<file path="config.mk">
export PLATFORM = sky130hd
export DESIGN_NAME = load_align
export DESIGN_NICKNAME = d
export VERILOG_FILES = /design/src/rtl/load_pkg.sv /design/src/rtl/load_extract.sv /design/src/rtl/load_align.sv
export SDC_FILE = /design/constraint.sdc
export NUM_CORES = 1
export LEC_CHECK = 0
export CORE_MARGIN = 5
export CORE_UTILIZATION = 42
export CTS_BUF_LIST = sky130_fd_sc_hd__clkbuf_8
export DETAILED_ROUTE_END_ITERATION = 10
export GPL_ROUTABILITY_DRIVEN = 0
export GPL_TIMING_DRIVEN = 0
export PLACE_DENSITY = 0.89
export SLEW_MARGIN = 20
export SYNTH_ARGS = -nofsm -noshare
export SYNTH_HDL_FRONTEND = slang
export SYNTH_SLANG_ARGS = --single-unit
</file>
<file path="constraint.sdc">
create_clock -name clk -period 1.9 [get_ports clk]
set_clock_uncertainty 0.05 [all_clocks]
set_input_delay 0.19 -clock clk [delete_from_list [all_inputs] [get_ports clk]]
set_output_delay 0.19 -clock clk [all_outputs]
set_load 0.05 [all_outputs]
</file>
<file path="src/rtl/load_pkg.sv">
// Shared definitions for the load alignment path: load type encodings,
// FSM state encoding and the default WAIT timeout.
package load_pkg;

  localparam logic [2:0] LD_LW  = 3'd0;
  localparam logic [2:0] LD_LH  = 3'd1;
  localparam logic [2:0] LD_LHU = 3'd2;
  localparam logic [2:0] LD_LB  = 3'd3;
  localparam logic [2:0] LD_LBU = 3'd4;

  localparam int DEF_TIMEOUT = 16;

  typedef enum logic [1:0] {
    IDLE = 2'd0,
    REQ  = 2'd1,
    WAIT = 2'd2,
    RESP = 2'd3
  } state_e;

endpackage

</file>
<file path="src/rtl/load_extract.sv">
// Combinational byte/halfword select plus sign/zero extension of a
// little-endian memory word; shared with the single-cycle CPU datapath.
module load_extract
  import load_pkg::*;
(
  input  logic [31:0] word,
  input  logic [1:0]  offset,
  input  logic [2:0]  ld_type,
  output logic [31:0] result
);

  logic [7:0]  byte_sel;
  logic [15:0] half_sel;

  // Halfword select uses only offset[1], so odd halfword addresses fold down.
  assign byte_sel = word[{offset, 3'b000} +: 8];
  assign half_sel = word[{offset[1], 4'b0000} +: 16];

  always_comb begin
    result = 32'd0;
    case (ld_type)
      LD_LW:   result = word;
      LD_LH:   result = {{16{half_sel[15]}}, half_sel};
      LD_LHU:  result = {16'd0, half_sel};
      LD_LB:   result = {{24{byte_sel[7]}}, byte_sel};
      LD_LBU:  result = {24'd0, byte_sel};
      default: result = 32'd0;
    endcase
  end

endmodule

</file>
<file path="src/rtl/load_align.sv">
// Load request sequencer: word-aligned memory read, timeout abort, result
// extraction and valid/ready return. Define LOAD_MISALIGN_TRAP_EN to abort
// misaligned LW/LH/LHU instead of masking the low address bits.
//
// state | meaning
// IDLE  | ready for a request
// REQ   | one-cycle dm_req strobe, timeout counter cleared
// WAIT  | waiting for dm_rvalid or timeout
// RESP  | holding result until writeback accepts it
module load_align
  import load_pkg::*;
#(
  parameter int TIMEOUT = DEF_TIMEOUT,
  parameter int CNT_W   = 8
) (
  input  logic        clk,
  input  logic        rst_n,
  input  logic        ld_valid,
  output logic        ld_ready,
  input  logic [31:0] ld_addr,
  input  logic [2:0]  ld_type,
  output logic        dm_req,
  output logic [31:0] dm_addr,
  input  logic        dm_rvalid,
  input  logic [31:0] dm_rdata,
  output logic        rd_valid,
  input  logic        rd_ready,
  output logic [31:0] rd_data,
  output logic        rd_err,
  output logic        busy
);

  localparam logic [CNT_W-1:0] CNT_LAST = CNT_W'(TIMEOUT - 1);

  state_e           state, state_nxt;
  logic [CNT_W-1:0] cnt;
  logic [1:0]       off_q;
  logic [2:0]       type_q;
  logic             legal;
  logic             misalign;
  logic             abort_now;
  logic             timed_out;
  logic [31:0]      ext_data;

  assign ld_ready  = (state == IDLE);
  assign busy      = (state != IDLE);
  assign legal     = (ld_type <= LD_LBU);
  assign timed_out = (cnt == CNT_LAST);

`ifdef LOAD_MISALIGN_TRAP_EN
  assign misalign = ((ld_type == LD_LW) && (ld_addr[1:0] != 2'b00)) ||
                    (((ld_type == LD_LH) || (ld_type == LD_LHU)) && ld_addr[0]);
`else
  assign misalign = 1'b0;
`endif

  assign abort_now = !legal || misalign;

  load_extract u_extract (
    .word    (dm_rdata),
    .offset  (off_q),
    .ld_type (type_q),
    .result  (ext_data)
  );

  always_ff @(posedge clk or negedge rst_n) begin
    if (!rst_n) state <= IDLE;
    else        state <= state_nxt;
  end

  always_comb begin
    state_nxt = state;
    case (state)
      IDLE: if (ld_valid) state_nxt = abort_now ? RESP : REQ;
      REQ:  state_nxt = WAIT;
      WAIT: if (dm_rvalid || timed_out) state_nxt = RESP;
      RESP: if (rd_ready) state_nxt = IDLE;
      default: state_nxt = IDLE;
    endcase
  end

  always_ff @(posedge clk or negedge rst_n) begin
    if (!rst_n) begin
      dm_req   <= 1'b0;
      dm_addr  <= 32'd0;
      rd_valid <= 1'b0;
      rd_data  <= 32'd0;
      rd_err   <= 1'b0;
      cnt      <= '0;
      off_q    <= 2'd0;
      type_q   <= 3'd0;
    end else begin
      dm_req <= 1'b0;
      case (state)
        IDLE: begin
          if (ld_valid) begin
            off_q   <= ld_addr[1:0];
            type_q  <= ld_type;
            dm_addr <= {ld_addr[31:2], 2'b00};
            if (abort_now) begin
              rd_valid <= 1'b1;
              rd_err   <= 1'b1;
              rd_data  <= 32'd0;
            end else begin
              dm_req <= 1'b1;
            end
          end
        end
        REQ: cnt <= '0;
        WAIT: begin
          // Data arriving on the timeout cycle still completes the load.
          if (dm_rvalid) begin
            rd_valid <= 1'b1;
            rd_err   <= 1'b0;
            rd_data  <= ext_data;
          end else if (timed_out) begin
            rd_valid <= 1'b1;
            rd_err   <= 1'b1;
            rd_data  <= 32'd0;
          end else begin
            cnt <= cnt + CNT_W'(1);
          end
        end
        RESP: if (rd_ready) rd_valid <= 1'b0;
        default: ;
      endcase
    end
  end

endmodule

</file>
==> impl_metrics.env <==
export IMPL_setup_slack_ps=-212
export IMPL_ctsLongestPathBuffers=2
export IMPL_drv_slew=0
export IMPL_tritoncts="built"
export IMPL_drtIter0Drc=131
export IMPL_antenna_found_initial=0
export IMPL_synth_ff_type="dfrtp_1"
export IMPL_route_detailed_drc=0
export IMPL_ys_top_cells_by_area="dfrtp_1 (51%), mux2_2 (10%), mux2i_1 (5.9%)"
export IMPL_critPathRequiredTime_ps=2130
export IMPL_wl_per_cell_um=19.5
export IMPL_critPathMaxFanout=10
export IMPL_final_min_clock_period_ps=2110
export IMPL_worstPathArrival_ps=2340
export IMPL_die_area_um2=11300
export IMPL_grt_first_pass_wirelength_um=18600
export IMPL_violations="negative setup slack"
export IMPL_yosysSeqAreaShare_pct=51.4
export IMPL_synth_seq_cells=80
export IMPL_fmax_mhz=473
export IMPL_hold_viol_final=0
export IMPL_vias=3482
export IMPL_ir_worst_vdd_v=0.00127
export IMPL_synth_top_cell_by_area="dfrtp_1"
export IMPL_fillerInstances=658
export IMPL_clock_root_buffer="clkbuf_8"
export IMPL_cts_sinks=80
export IMPL_grt_max_degree=44
export IMPL_synth_top_area_share_pct=51.4
export IMPL_yosysWarnings=0
export IMPL_vias_per_cell=5.56
export IMPL_die_h_um=106
export IMPL_final_net_count=587
export IMPL_drt_wl_total_um=12200
export IMPL_grt_remaining_overflow=0
export IMPL_synthArstFlopShare_pct=100
export IMPL_pre_cts_slack_ps=-345
export IMPL_ios=141
export IMPL_tightest_slew_ps=591
export IMPL_rsz0062_at_grt="yes"
export IMPL_syn_avg_cell_area_um2=11.3
export IMPL_cts_clk_slew_worst_paths_ps=90
export IMPL_path_class="reg -> reg"
export IMPL_track_usage_pct=20.7
export IMPL_netlist_area_um2=3890
export IMPL_setup_viol=43
export IMPL_ctsHtreeMaxLevel=3
export IMPL_p_leak_uw=0.00276
export IMPL_final_layout_size_suffix_gt1_share_pct=25.2
export IMPL_area_growth_pct=56.5
export IMPL_start_util_pct=42.6
export IMPL_ant_nets=0
export IMPL_coreArea_um2=9150
export IMPL_die_w_um=106
export IMPL_min_period_over_period_pct=111
export IMPL_cts_buffers=9
export IMPL_worstSetupEndpointType="flop"
export IMPL_io_buffer_count=138
export IMPL_diodes=0
export IMPL_status="finished with violations"
export IMPL_synth_enable_flop_cells=0
export IMPL_rows=35
export IMPL_post_synth_num_cell_types=41
export IMPL_syn_instance_count=344
export IMPL_maxCapViolCount=0
export IMPL_insertion_delay_ps=340
export IMPL_hpwlAfterDp_um=8750
export IMPL_hp_class="in -> async"
export IMPL_power_per_cell_area_nw_per_um2=1860
export IMPL_synth_common_cells="dfrtp_1 (80), nand2_1 (44), mux2_2 (36)"
export IMPL_worstSetupStartpointType="flop"
export IMPL_grt_pass1_vias=3736
export IMPL_utilization_pct=66.6
export IMPL_yosysMostFrequentCell="dfrtp_1"
export IMPL_firstDrtPassIters=4
export IMPL_whs_ps=300
export IMPL_relSlewSlack_pct=60.3
[report_power, final]
part           leakage [µW]  internal [µW]  switching (µW)  total, µW
Sequential          0.00102           2380             418       2800
Combinational       0.00163           2740            4370       7110
Clock              0.000110            769             628       1400
[flip-flops by register name, indices dropped and copies added, names as in the netlist]
signal    cells
off_q         2
rd_err        1
dm_addr      30
rd_data      32
state         2
cnt           8
dm_req        1
type_q        3
rd_valid      1
[critical path, cell delays in order, from the launching register on]
cell      delay, ps
dfrtp_1         390
or4b_4          560
o31ai_4         270
o211ai_4        170
buf_4           220
a311oi_2        260
a21o_1          140
[worst paths after layout]
| path | from | to | slack [ps] | cells past startpoint |
|---|---|---|---|---|
| setup / recovery | cnt[5] | rd_data[11] | -210 | 6 |
| hold / removal | rst_n | rd_data[6] | 300 | 2 |
| setup reg to reg | cnt[5] | rd_data[11] | -210 | 6 |
| hold reg to reg | rd_data[30] | rd_data[30] | 430 | 1 |
| max in group asynchronous | rst_n | dm_addr[11] | 890 | 3 |
| min in group clk | ld_addr[10] | dm_addr[10] | 400 | 2 |
[cell usage in the layout, fill, tap and decap left out, drive strengths merged, types with 2 or more instances in the layout]
cell type      synthesis  routed
a211oi                17      17
a21o                  23      23
a21oi                  2       2
a22o                   9       9
a311oi                 7       7
buf                   10      24
bufinv                 0       2
clkbuf                12      26
clkdlybuf4s50          0     135
clkinvlp               0       3
conb                   1       2
dfrtp                 80      80
ha                     5       5
inv                    8       8
mux2                  36      36
mux2i                 23      23
nand2                 44      44
nand2b                 3       3
nand3                  3       3
nand3b                 4       4
nor2                  13      13
nor2b                  3       3
nor3                   3       3
o21ai                 11      11
o221ai                 7       7
or3                    2       2
xnor2                  5       5
[cell type report]
cell class	instances	area (µm²)	area share (%)
multi-input cells	235	1990	32.6
flip-flops and latches	80	2000	32.8
clock inverters	6	83.8	1.38
repair buffers	154	1540	25.3
clock buffers	10	138	2.26
inverters	8	33.8	0.554
plain buffers	22	169	2.77
well taps	111	139	2.28
[stage by stage]
stage | instance area [µm²] | instances | total power (µW) | setup TNS (ps)
6_report | 6100 | 626 | 11300 | -5220
5_1_grt | 6100 | 626 | 11800 | -7950
4_1_cts | 5910 | 618 | 10900 | -6720
3_5_place_dp | 5470 | 595 | 9230 | -15620
3_3_place_gp | 5450 | 594 | 9040 | -182890
2_1_floorplan | 3930 | 345 | 7130 | -5180
[metal layers]
| layer | GRT usage [%] | part of all wire (%) |
|---|---|---|
| met1 | 24.1 | 39 |
| met2 | 35.3 | 49 |
| met3 | 7.41 | 9.0 |
| met4 | 7.03 | 2.4 |
| met5 | 0 | 0 |
[kinds of logic (layout without fill, tap and decap cells)]
group,count (synthesis),in the layout,synth area share (%)
compound gates,83,83,16.5
xor+xnor,6,6,1.35
fa+ha+maj,5,5,1.61
buf+inv,30,200,3.47
flops,80,80,51.4
mux,59,59,16.3
other cells,1,2,0.0963
simple gates,80,80,9.28
[what timing repair did]
action	CTS	global route
pin swaps	6	12
resized for setup	45	40
endpoints found under the setup margin	73	76
cloned	1	2
hold endpoints to repair	37	0
hold buffers	1	0
setup buffers	5	6
No activity file was read; power rests on OpenSTA's default activity.
